==> config.mk <==
export PLATFORM = sky130hd
export DESIGN_NAME = grn_attractor_ctrl
export DESIGN_NICKNAME = d
export VERILOG_FILES = /design/src/rtl/grn_pkg.sv /design/src/rtl/grn_step_counter.sv /design/src/rtl/grn_attractor_ctrl.sv
export SDC_FILE = /design/constraint.sdc
export NUM_CORES = 1
export LEC_CHECK = 0
export ABC_AREA = 0
export CORE_UTILIZATION = 50
export DETAILED_ROUTE_END_ITERATION = 6
export PLACE_DENSITY = 0.86
export SYNTH_ARGS = -nofsm -noshare
export SYNTH_HDL_FRONTEND = slang
export SYNTH_HIERARCHICAL = 1
export SYNTH_SLANG_ARGS = --single-unit
==> constraint.sdc <==
create_clock -name clk -period 6.8 [get_ports clk]
set_input_delay 1.36 -clock clk [delete_from_list [all_inputs] [get_ports clk]]
set_output_delay 1.36 -clock clk [all_outputs]
set_load 0.01 [all_outputs]
==> src/rtl/grn_pkg.sv <==
// ---------------------------------------------------------------------------
// grn_pkg
// Shared definitions for the GRN attractor search controller: the controller
// FSM state type, default counter width and step limit, and a small helper
// that says whether a state is allowed to accept a new search request.
// ---------------------------------------------------------------------------
package grn_pkg;

   // Controller phases: idle, one-cycle node load, Floyd tortoise/hare run,
   // period measurement around the attractor, and results-valid.
   typedef enum logic [2:0] {
      ST_IDLE   = 3'd0,
      ST_LOAD   = 3'd1,
      ST_RUN    = 3'd2,
      ST_PERIOD = 3'd3,
      ST_DONE   = 3'd4
   } grn_state_t;

   // Default width of the step and period counters.
   localparam int GRN_CNT_W = 16;

   // Default per-phase step budget before a search is abandoned.
   localparam int GRN_MAX_STEPS = 1000;

   // A new search may only be launched from a quiescent state; a request
   // arriving while the node array is being driven is dropped.
   function automatic logic accepts_start(input grn_state_t s);
      return (s == ST_IDLE) || (s == ST_DONE);
   endfunction

endpackage

==> src/rtl/grn_step_counter.sv <==
// ---------------------------------------------------------------------------
// grn_step_counter
// Clearable, incrementing, saturating counter used to track visible node
// steps during one search phase. at_max flags the step budget so the
// controller can abandon the phase.
//
// Ports
//   clk     in   1       clock
//   rst     in   1       synchronous reset, active-high
//   clr     in   1       return the count to zero
//   inc     in   1       advance by one (ignored once saturated)
//   count   out  CNT_W   current count
//   at_max  out  1       count equals MAX_STEPS
// ---------------------------------------------------------------------------
module grn_step_counter
   import grn_pkg::*;
#(
   parameter int CNT_W     = GRN_CNT_W,
   parameter int MAX_STEPS = GRN_MAX_STEPS
) (
   input  logic             clk,
   input  logic             rst,
   input  logic             clr,
   input  logic             inc,
   output logic [CNT_W-1:0] count,
   output logic             at_max
);

   localparam logic [CNT_W-1:0] MAX_VAL = CNT_W'(MAX_STEPS);
   localparam logic [CNT_W-1:0] SAT_VAL = '1;

   // The count sticks at all-ones instead of wrapping, so a runaway phase can
   // never alias back onto a small step number and fake a short attractor.
   always_ff @(posedge clk) begin
      if (rst) begin
         count <= '0;
      end else if (clr) begin
         count <= '0;
      end else if (inc && (count != SAT_VAL)) begin
         count <= count + CNT_W'(1);
      end
   end

   // Budget flag is decoded straight from the count so the controller sees it
   // in the same cycle the last allowed step becomes visible.
   assign at_max = (count == MAX_VAL);

endmodule

==> src/rtl/grn_attractor_ctrl.sv <==
// ---------------------------------------------------------------------------
// grn_attractor_ctrl
// Drives an array of two-trajectory GRN nodes to find the attractor reached
// from a given initial state. Nodes are loaded, then stepped with the
// tortoise (s0, advances every second step) and hare (s1, advances every
// step) until they agree (Floyd cycle detection). The meeting state is
// captured and the hare alone is stepped until it returns to it, which gives
// the attractor period.
//
// Ports
//   clk         in   1        clock
//   rst         in   1        synchronous reset, active-high
//   start       in   1        begin a search (honoured in IDLE/DONE only)
//   init_vec    in   N_NODES  initial network state, latched on start
//   s0_vec      in   N_NODES  node tortoise outputs
//   s1_vec      in   N_NODES  node hare outputs
//   reset_nos   out  1        node load strobe, high for the LOAD cycle
//   init_state  out  N_NODES  per-node load value (bit i -> node i)
//   start_s0    out  1        tortoise step enable
//   start_s1    out  1        hare step enable
//   busy        out  1        search in progress
//   done        out  1        results valid and stable
//   timeout     out  1        search abandoned at the step budget
//   meet_steps  out  CNT_W    hare steps taken when tortoise and hare met
//   period      out  CNT_W    attractor length
//   attractor   out  N_NODES  tortoise state captured at the meet
// ---------------------------------------------------------------------------
module grn_attractor_ctrl
   import grn_pkg::*;
#(
   parameter int N_NODES   = 3,
   parameter int CNT_W     = GRN_CNT_W,
   parameter int MAX_STEPS = GRN_MAX_STEPS
) (
   input  logic               clk,
   input  logic               rst,
   input  logic               start,
   input  logic [N_NODES-1:0] init_vec,
   input  logic [N_NODES-1:0] s0_vec,
   input  logic [N_NODES-1:0] s1_vec,
   output logic               reset_nos,
   output logic [N_NODES-1:0] init_state,
   output logic               start_s0,
   output logic               start_s1,
   output logic               busy,
   output logic               done,
   output logic               timeout,
   output logic [CNT_W-1:0]   meet_steps,
   output logic [CNT_W-1:0]   period,
   output logic [N_NODES-1:0] attractor
);

   grn_state_t       state;
   logic [CNT_W-1:0] k_cnt;
   logic [CNT_W-1:0] p_cnt;
   logic             k_max;
   logic             p_max;
   logic             start_ok;
   logic             match_run;
   logic             match_per;
   logic             run_step;
   logic             per_step;

   // A request is only taken when the controller is quiescent.
   assign start_ok = start && accepts_start(state);

   // The tortoise sits at ceil(k/2), so for odd k (or k==0) it can share an
   // index with the hare and compare equal without any cycle existing. Only
   // even k from 2 upward is a genuine Floyd meeting.
   assign match_run = (state == ST_RUN) && !k_cnt[0] &&
                      (k_cnt >= CNT_W'(2)) && (s0_vec == s1_vec);

   // At p==0 the hare is still sitting on the captured state, which would
   // otherwise read as a period of zero.
   assign match_per = (state == ST_PERIOD) && (p_cnt != '0) &&
                      (s1_vec == attractor);

   // Steps are withheld in the cycle that resolves a phase, either by a
   // match or by hitting the budget, so the nodes freeze on the result.
   assign run_step = (state == ST_RUN)    && !match_run && !k_max;
   assign per_step = (state == ST_PERIOD) && !match_per && !p_max;

   // Both trajectories move together while searching; only the hare moves
   // while walking once around the attractor.
   assign start_s0 = run_step;
   assign start_s1 = run_step || per_step;

   // k counts hare steps issued during the run phase. A step issued this
   // cycle is reflected in the node outputs and in k on the next cycle.
   grn_step_counter #(
      .CNT_W     (CNT_W),
      .MAX_STEPS (MAX_STEPS)
   ) u_k_cnt (
      .clk    (clk),
      .rst    (rst),
      .clr    (start_ok),
      .inc    (run_step),
      .count  (k_cnt),
      .at_max (k_max)
   );

   // p counts hare steps taken after the meet while looking for the return.
   grn_step_counter #(
      .CNT_W     (CNT_W),
      .MAX_STEPS (MAX_STEPS)
   ) u_p_cnt (
      .clk    (clk),
      .rst    (rst),
      .clr    (start_ok),
      .inc    (per_step),
      .count  (p_cnt),
      .at_max (p_max)
   );

   // Search sequencer. All outputs except the step enables are registered
   // here. A match is checked before the budget so that a meeting found on
   // the very last permitted step is still reported as a success. Results
   // (meet_steps, period, attractor) are only overwritten on a capture, so a
   // timed-out search leaves the previous capture visible.
   always_ff @(posedge clk) begin
      if (rst) begin
         state      <= ST_IDLE;
         reset_nos  <= 1'b0;
         init_state <= '0;
         busy       <= 1'b0;
         done       <= 1'b0;
         timeout    <= 1'b0;
         meet_steps <= '0;
         period     <= '0;
         attractor  <= '0;
      end else begin
         case (state)
            ST_IDLE, ST_DONE: begin
               if (start_ok) begin
                  state      <= ST_LOAD;
                  init_state <= init_vec;
                  reset_nos  <= 1'b1;
                  busy       <= 1'b1;
                  done       <= 1'b0;
                  timeout    <= 1'b0;
               end
            end
            ST_LOAD: begin
               state     <= ST_RUN;
               reset_nos <= 1'b0;
            end
            ST_RUN: begin
               if (match_run) begin
                  state      <= ST_PERIOD;
                  attractor  <= s0_vec;
                  meet_steps <= k_cnt;
               end else if (k_max) begin
                  state   <= ST_DONE;
                  timeout <= 1'b1;
                  busy    <= 1'b0;
                  done    <= 1'b1;
               end
            end
            ST_PERIOD: begin
               if (match_per) begin
                  state  <= ST_DONE;
                  period <= p_cnt;
                  busy   <= 1'b0;
                  done   <= 1'b1;
               end else if (p_max) begin
                  state   <= ST_DONE;
                  timeout <= 1'b1;
                  busy    <= 1'b0;
                  done    <= 1'b1;
               end
            end
            default: begin
               state     <= ST_IDLE;
               reset_nos <= 1'b0;
               busy      <= 1'b0;
               done      <= 1'b0;
            end
         endcase
      end
   end

endmodule

# --- Yosys cells after proc, flatten, opt, wreduce, memory -nomap -nowiden ---
# Cells that the tools add are included.
op_classes:
  n_bitwise: 2
  order_cmp: 1
  addsub: 2
  muxes: 21
  n_reduce_logical: 32
  eq_ne: 17
op_table:
  columns: ["cell", "n"]
  rows:
  - ["adder 16 x 1 -> 16 bit, second input constant", 2]
  - ["equality test 16 x 10 -> 1 bit, second input constant", 2]
  - ["!= test 16 bit, second input constant", 2]
  - ["greater-or-equal comparator 16 x 2 -> 1 bit, second input constant", 1]
  - ["nonzero test 16 bit", 1]
  - ["two-way mux 3 bit", 5]
  - ["logical AND 1 bit", 12]
  - ["case mux 3 bit (4 select lines)", 1]
  - ["two-way mux 1 bit", 11]
  - ["!= test 2 bit, second input constant", 5]
  - ["case mux 1 bit (4 select lines)", 2]
  - ["AND reduction 2 bit", 4]
  - ["equality test 3 x 2 -> 1 bit, second input constant", 2]
  - ["equality test 3 bit", 2]
  - ["!= test 3 bit, second input constant", 2]
  - ["AND reduction 6 bit", 1]
  - ["OR reduction 2 bit", 3]
  - ["zero test 1 bit", 5]
  - ["AND reduction 5 bit", 1]
  - ["equality test 3 x 1 -> 1 bit, second input constant", 1]
  - ["equality test 3 bit, second input constant", 1]
  - ["zero test 3 bit", 1]
  - ["case mux 1 bit (3 select lines)", 1]
  - ["AND reduction 3 bit", 1]
  - ["4 further kinds", 6]
totals:
  ff_bits: 77
  input_bits: 12
  output_inout_bits: 44
  word_cells: 86

# --- Depth between registers and ports, before layout ---
# Gate-level depths: netlist (run 1).
logic_depth:
  word_depth: 8
  mapped_depth: 11

# --- Cells and area by module ---
# Netlist (run 1), hierarchy kept.
modules_own_cells:
  columns: ["mod", "cells_per_inst", "area_each_um2", "instances", "seq_area_each_um2"]
  rows:
  - ["grn_attractor_ctrl", 190, 1889.3, 1, 900.9]
  - ["grn_step_counter", 105, 883.3, 2, 320.3]

# --- Worst setup path after synthesis (run 1) ---
# OpenSTA, ideal clock, no wires.
synth_timing:
  kind: "input-to-output"
  from: "in s0_vec[2]"
  to: "out start_s1"
  slack_ps: 2946
  cell_stages: 4
  path_buffers: 0
  required_time_ps: 5440
  arrival_ps: 2494
  path_cell_list: "xor2_1 nor4_4 a2111oi_4 or2_2"
synth_via:
  elab_chain_len: 6
synth_lines:
  columns: ["item", "line_no", "source"]
  rows:
  - ["from (decl)", "grn_attractor_ctrl.sv:39", "input logic [N_NODES-1:0] s0_vec,"]
  - ["equality test 3 bit", "grn_attractor_ctrl.sv:71", "(k_cnt >= CNT_W'(2)) && (s0_vec == s1_vec);"]
  - ["logical AND 1 bit", "grn_attractor_ctrl.sv:71", null]
  - ["zero test 1 bit", "grn_attractor_ctrl.sv:80", "assign run_step = (state == ST_RUN) && !match_run && !k_max;"]
  - ["logical AND 1 bit (2 in a row)", "grn_attractor_ctrl.sv:80", null]
  - ["net start_s0", "grn_attractor_ctrl.sv:43", "output logic start_s0,"]
  - ["logical OR 1 bit", "grn_attractor_ctrl.sv:86", "assign start_s1 = run_step || per_step;"]
  - ["to (decl)", "grn_attractor_ctrl.sv:44", "output logic start_s1,"]
# The timed path passes the listed nets, and every way through them passes these cells.

# --- Final worst setup path (run 1) ---
layout_timing:
  from: "in s1_vec[2]"
  to: "out start_s1"
layout_via:
  elab_chain_len: 6
  elab_cells_between_ends: 11
  cone_classes: "2 x eq/ne; 9 x reduce/logical"
layout_lines:
  columns: ["item", "line_no", "source"]
  rows:
  - ["from (decl)", "grn_attractor_ctrl.sv:40", "input logic [N_NODES-1:0] s1_vec,"]
  - ["equality test 3 bit, on equally long branches", "grn_attractor_ctrl.sv:71, grn_attractor_ctrl.sv:76", null]
  - ["logical AND 1 bit, on equally long branches", "grn_attractor_ctrl.sv:71, grn_attractor_ctrl.sv:75", null]
  - ["zero test 1 bit, on equally long branches", "grn_attractor_ctrl.sv:80, grn_attractor_ctrl.sv:81", null]
  - ["logical AND 1 bit, on equally long branches (2 in a row)", "grn_attractor_ctrl.sv:80, grn_attractor_ctrl.sv:81", null]
  - ["logical OR 1 bit (*)", "grn_attractor_ctrl.sv:86", null]
# Every way passes the cells marked *; elsewhere a longest branch is shown, timed or not.

==> results of run 1 <==
-- routing by layer --
layer | share of wire, % | global-route usage [%] | vias up
met1 | 46 | 29.5 | 1536
li1 | - | - | 1590
met2 | 46 | 36.4 | 132
met4 | 2.5 | 14.8 | 0
met3 | 6.3 | 5.69 | 18
met5 | 0 | 0 | -
-- layout by cell type (no fill, tap or decap), drive strengths merged, types with 7 or more instances in the layout --
cell / Yosys / layout
mux2i: 38 / 38
o21ai: 10 / 10
nor4: 14 / 14
clkbuf: 6 / 11
nand4: 15 / 15
nand2: 31 / 31
nor2: 53 / 53
o31ai: 16 / 16
nand3: 9 / 9
inv: 15 / 16
or4: 14 / 14
clkdlybuf4s50: 0 / 55
or2: 7 / 7
dfxtp: 77 / 77
a21oi: 27 / 27
or3: 8 / 8
nor3: 8 / 8
-- cells by family after synthesis --
logic type,after synthesis
and+or+nand+nor,179
DFF,77
buffers and inverters,28
xor gates and xnor gates,6
muxes,38
adders and majority gates,4
AOI/OAI and AO/OA,68
-- worst paths after layout --
path / end / slack [ps] / cells past startpoint
worst max-delay path: start_s1 / 1700 / 6
worst min-delay path: init_state[1]$_SDFFE_PP0P_ / 460 / 2
worst max register to register: u_p_cnt/count[7]$_SDFFE_PP0P_ / 3540 / 11
worst min register to register: init_state[1]$_SDFFE_PP0P_ / 460 / 2
-- power by group through the flow --
stage          logic [uW]  clock network (uW)  registers, uW
2_1_floorplan         140                   0            504
3_3_place_gp          207                   0            504
3_5_place_dp          213                   0            505
4_1_cts               216                 384            494
5_1_grt               239                 405            497
6_report              217                 377            495
-- worst max-delay path, stage by stage --
cell	delay [ps]
clkdlybuf4s50_1	530
xor2_1	240
nor4_4	100
a2111oi_4	720
or2_2	240
clkdlybuf4s50_1	530
-- sequential cells by signal, indices dropped and copies added, names as in the netlist, 3 cells and up --
| signal | cells |
|---|---|
| attractor | 3 |
| init_state | 3 |
| meet_steps | 16 |
| period | 16 |
| state | 3 |
| u_k_cnt/count | 16 |
| u_p_cnt/count | 16 |
-- final cells by class --
| type | instances | area (um^2) | area share, % |
|---|---|---|---|
| repair buffers | 57 | 566 | 12.6 |
| well taps | 96 | 120 | 2.67 |
| inverters | 15 | 56.3 | 1.25 |
| multi-input cells | 295 | 2000 | 44.4 |
| clock buffers | 11 | 131 | 2.92 |
| clock inverters | 5 | 83.8 | 1.86 |
| flip-flops and latches | 77 | 1540 | 34.3 |
-- stage by stage --
step	util [%]	std cells
after floorplan	-	400
after global placement	61.6	540
after detailed placement	61.6	540
after CTS	64.7	556
after global routing	64.7	556
final	64.7	556
==> flow_summary.yaml, run 1 <==
pwr:
  powerDensity_mw_per_mm2: 242
  power.share.sequential_pct: 45.5
  power.total_uw: 1090
  p_switching_uw: 317
  switching_share_pct: 29.1
  p_leak_uw: 0.00175
  power.clock.fraction_pct: 34.6
  internal-power_uw: 771
  p_comb_share_pct: 19.9
  irDropWorstVdd_v: 0.000106
synthesis:
  yosys-top-cells-area: "dfxtp_1 (42%), mux2i_1 (10%), nor2_1 (5.4%)"
  mappedNetlistArea_mm2: 0.00366
  synth_top_cell_area_share_pct: 42.2
  yosysUniqueCellTypes: 49
  synth_top_family_by_area: "simple AND/OR/NAND/NOR gates"
  yosysMostFrequentCell: "dfxtp_1"
  async_flop_share_pct: 0
  yosys.area_share.adder_pct: 1.37
  avgSynthCellArea_um2: 9.14
  yosysSeqAreaShare_pct: 42.2
  synth_mux_area_share_pct: 10.4
  synth_simple_gate_area_share_pct: 28.6
  synth_edf_count: 0
  synthCells: 400
  synth-compound-area-share_pct: 12.8
  synth_flop_cell: "dfxtp_1"
  synth.top_cells.by_count: "dfxtp_1 (77), nor2_1 (53), mux2i_1 (38), nand2_1 (31), a21oi_1 (26)"
  yosysWarningCount: 6
  syn_nets: 416
  synth_area_leader_cell: "dfxtp_1"
  synth_xor_area_share_pct: 1.44
  synth_seq_cells: 77
sta:
  worstMarginPinSlew_ps: 1060
  hold-worst-slack_ps: 463
  setup_viol: 0
  maxSlewHeadroom_pct: 28.9
  fmax_mhz: 196
  maxSlewViolCount: 0
  finalCriticalPeriod_ps: 5100
  tns_ps: 0
  finalHoldViolations: 0
  rsz0062_at_grt: "no"
  worst_slack_ps: 1700
  post-route-period-util_pct: 75.0
  final.setup_skew_ps: 11.2
floorplanning:
  fp-row-count: 30
  die_w_um: 87.5
  core_mm2: 0.00694
  die_h_um: 87.5
  start_util_pct: 52.6
  io_pins: 56
  dieArea_mm2: 0.00766
min_path:
  holdCritStartpoint: "init_state[1]$_SDFFE_PP0P_"
  hold_class: "reg2reg"
clock_network:
  cts_resized: 0
  clk_root_buffer_cell: "clkbuf_8"
  clk_pin_slew_ps: 80
  cts_hold_buf: 0
  cts_tree: "yes"
  cts_htree_levels: 3
  clock_latency_ps: 350
  cts.sinks: 77
  max-clock-path-buffers: 2
  post_cts_buffers: 0
  cts_made_buffers: 9
global_routing:
  grt_pass1_vias: 3055
  grt_pass1_wl_mm: 14.0
  globalRouteOverflowTotal: 0
  antenna_found_initial: 0
  grt_max_degree: 53
  grt.total_usage_pct: 23.5
setup_path:
  critPathLaunchType: "input pin"
  cp.arrival_ps: 3740
  worstSetupPathType: "in2out"
  cp-startpoint: "s1_vec[2]"
  crit_path_max_fanout: 11
  crit_path_end_kind: "output pin"
  r2r_start: "u_p_cnt/count[0]$_SDFFE_PP0P_"
  cp.required_ps: 5440
placed_design:
  gp_congestion: 0.885
  hpwl_mm: 5.84
  preCtsSetupSlack_ps: 1730
  port-buffer-count: 55
  dpl_cell_area_mm2: 0.00428
route:
  drc_errors: 0
  drt_first_pass_iters: 5
  drt_iter0_drc: 294
  routed_via_density: 5.89
  wl_mm: 8.53
  dr_total_vias: 3276
  routedWlPerCell_um: 15.3
  ant_nets: 0
final_layout:
  drive_gt1_share_pct: 9.78
  finalInstanceArea_mm2: 0.00450
  nets: 471
  fill_cells: 559
  diodes: 0
  area_growth_pct: 23.0
flow_run:
  drv_cap: 0
status:
  status: "finished, final reports clean"
Note: power is estimated with default switching activity, not from simulation.
==> run 2, diff against run 1 <==
- clock period: 6.8 -> 4.89 ns (I/O delays scaled with it)
==> run 2 against run 1 <==
Total power grew 40%. Core utilization is 0.22 points higher. Die area did not move. Highest routed layer unchanged. Largest cell class unchanged. Via count decreased by 0.12%. Sequential share of layout area decreased by 0.11 points.
==> flow_summary.yaml, run 2 (synthesis results as in run 1) <==
status:
  status: "finished, final reports clean"
final_layout:
  fill_cells: 582
  nets: 473
  multi_input_area_mm2: 0.00200
  drive_gt1_share_pct: 10.2
  diodes: 0
  regArea_mm2: 0.00154
  area_growth_pct: 23.4
  final_common_cell: "dfxtp_1"
  layout_common_cells: "dfxtp_1 (77), clkdlybuf4s50_1 (55), nor2_1 (53)"
global_routing:
  grt_pass1_wl_mm: 13.6
  grt.total_usage_pct: 23.0
  globalRouteOverflowTotal: 0
  grt_max_degree: 29
  antenna_found_initial: 0
  grt_pass1_vias: 2870
clock_network:
  clk_pin_slew_ps: 80
  cts_tree: "yes"
  cts_htree_levels: 3
  max-clock-path-buffers: 2
  post_cts_buffers: 0
  clk_root_buffer_cell: "clkbuf_8"
  cts_hold_buf: 0
  cts_made_buffers: 9
  cts_resized: 0
  clock_latency_ps: 350
  cts.sinks: 77
floorplanning:
  die_h_um: 87.5
  die_w_um: 87.5
  core_mm2: 0.00694
  dieArea_mm2: 0.00766
  fp-row-count: 30
  start_util_pct: 52.6
  io_pins: 56
sta:
  tns_ps: 0
  post-route-period-util_pct: 81.7
  final.setup_skew_ps: 11.4
  rsz0062_at_grt: "no"
  worstMarginPinSlew_ps: 1160
  maxSlewViolCount: 0
  setup_viol: 0
  finalHoldViolations: 0
  fmax_mhz: 250
  finalCriticalPeriod_ps: 3990
  hold-worst-slack_ps: 458
  maxSlewHeadroom_pct: 22.4
route:
  wl_mm: 8.59
  routed_via_density: 5.86
  drc_errors: 0
  drt_iter0_drc: 293
  routedWlPerCell_um: 15.4
  dr_total_vias: 3272
  ant_nets: 0
  drt_first_pass_iters: 5
setup_path:
  critPathLaunchType: "flop"
  crit_path_max_fanout: 11
  reg2reg_to: "u_p_cnt/count[7]$_SDFFE_PP0P_"
  setup.worst_path.end: "start_s1"
  cp.required_ps: 3910
  r2r_slack_ps: 1900
  r2r_start: "u_p_cnt/count[0]$_SDFFE_PP0P_"
  worstSetupPathType: "reg2out"
  cp-startpoint: "u_p_cnt/count[6]$_SDFFE_PP0P_"
  crit_path_end_kind: "output pin"
  cp.arrival_ps: 3010
  rr_worst_depth: 12
placed_design:
  gp_congestion: 0.847
  hpwl_mm: 5.90
  port-buffer-count: 55
pwr:
  powerDensity_mw_per_mm2: 339
  p_leak_uw: 0.00176
  irDropWorstVdd_v: 0.000169
flow_run:
  drv_cap: 0
min_path:
  hold_class: "reg2reg"
-- run 2: how the worst min path moves through the flow --
stage               slack (ps)  depth (start not counted)                            from                              to
floorplan                  480                          2  u_k_cnt/count[12]$_SDFFE_PP0P_  u_k_cnt/count[12]$_SDFFE_PP0P_
global placement           450                          2      init_state[0]$_SDFFE_PP0P_      init_state[0]$_SDFFE_PP0P_
detailed placement         450                          2      init_state[1]$_SDFFE_PP0P_      init_state[1]$_SDFFE_PP0P_
CTS                        460                          2      init_state[1]$_SDFFE_PP0P_      init_state[1]$_SDFFE_PP0P_
global route               480                          2      init_state[2]$_SDFFE_PP0P_      init_state[2]$_SDFFE_PP0P_
finish                     460                          2      init_state[1]$_SDFFE_PP0P_      init_state[1]$_SDFFE_PP0P_
-- run 2: final cells by class --
class                   instances  area share, %
clock buffers                  11           2.91
clock inverters                 5           1.86
inverters                      15           1.25
multi-input cells             295           44.3
flip-flops and latches         77           34.2
well taps                      96           2.66
repair buffers                 59           12.9
-- run 2: worst max-delay path: stages, from the launching register on --
cell and delay [ps]:
dfxtp_1 490, nand4_4 200, or4_2 600, nor2_1 190, nand2b_1 140, a311oi_2 50
buf_4 190, or2_2 270, clkdlybuf4s50_1 530
-- run 2: power by group --
group          internal [uW]  switching (uW)  leakage [uW]
clock network            290             237      0.000100
logic                    135             178       0.00104
registers                655            34.3      0.000621
total                   1080             449       0.00176
-- run 2: stage by stage --
step           instance area, um^2  power (uW)  setup WS [ps]  cells  util [%]
3_5_place_dp                  4300        1010            913    542      61.9
5_1_grt                       4510        1590            784    558      65.0
6_report                      4510        1530            897    558      65.0
4_1_cts                       4510        1530            912    558      65.0
3_3_place_gp                  4300         998            951    542      61.9
2_1_floorplan                 3660         896           1800    400         -
-- run 2: per-layer routing --
| layer | routed length [um] | vias to the layer above | share of wire, % | track usage, % |
|---|---|---|---|---|
| li1 | - | 1587 | - | - |
| met2 | 3980 | 134 | 46 | 35.0 |
| met4 | 108 | 0 | 1.3 | 9.99 |
| met3 | 591 | 8 | 6.9 | 5.40 |
| met5 | 0 | - | 0 | 0 |
| met1 | 3910 | 1543 | 45 | 31.2 |
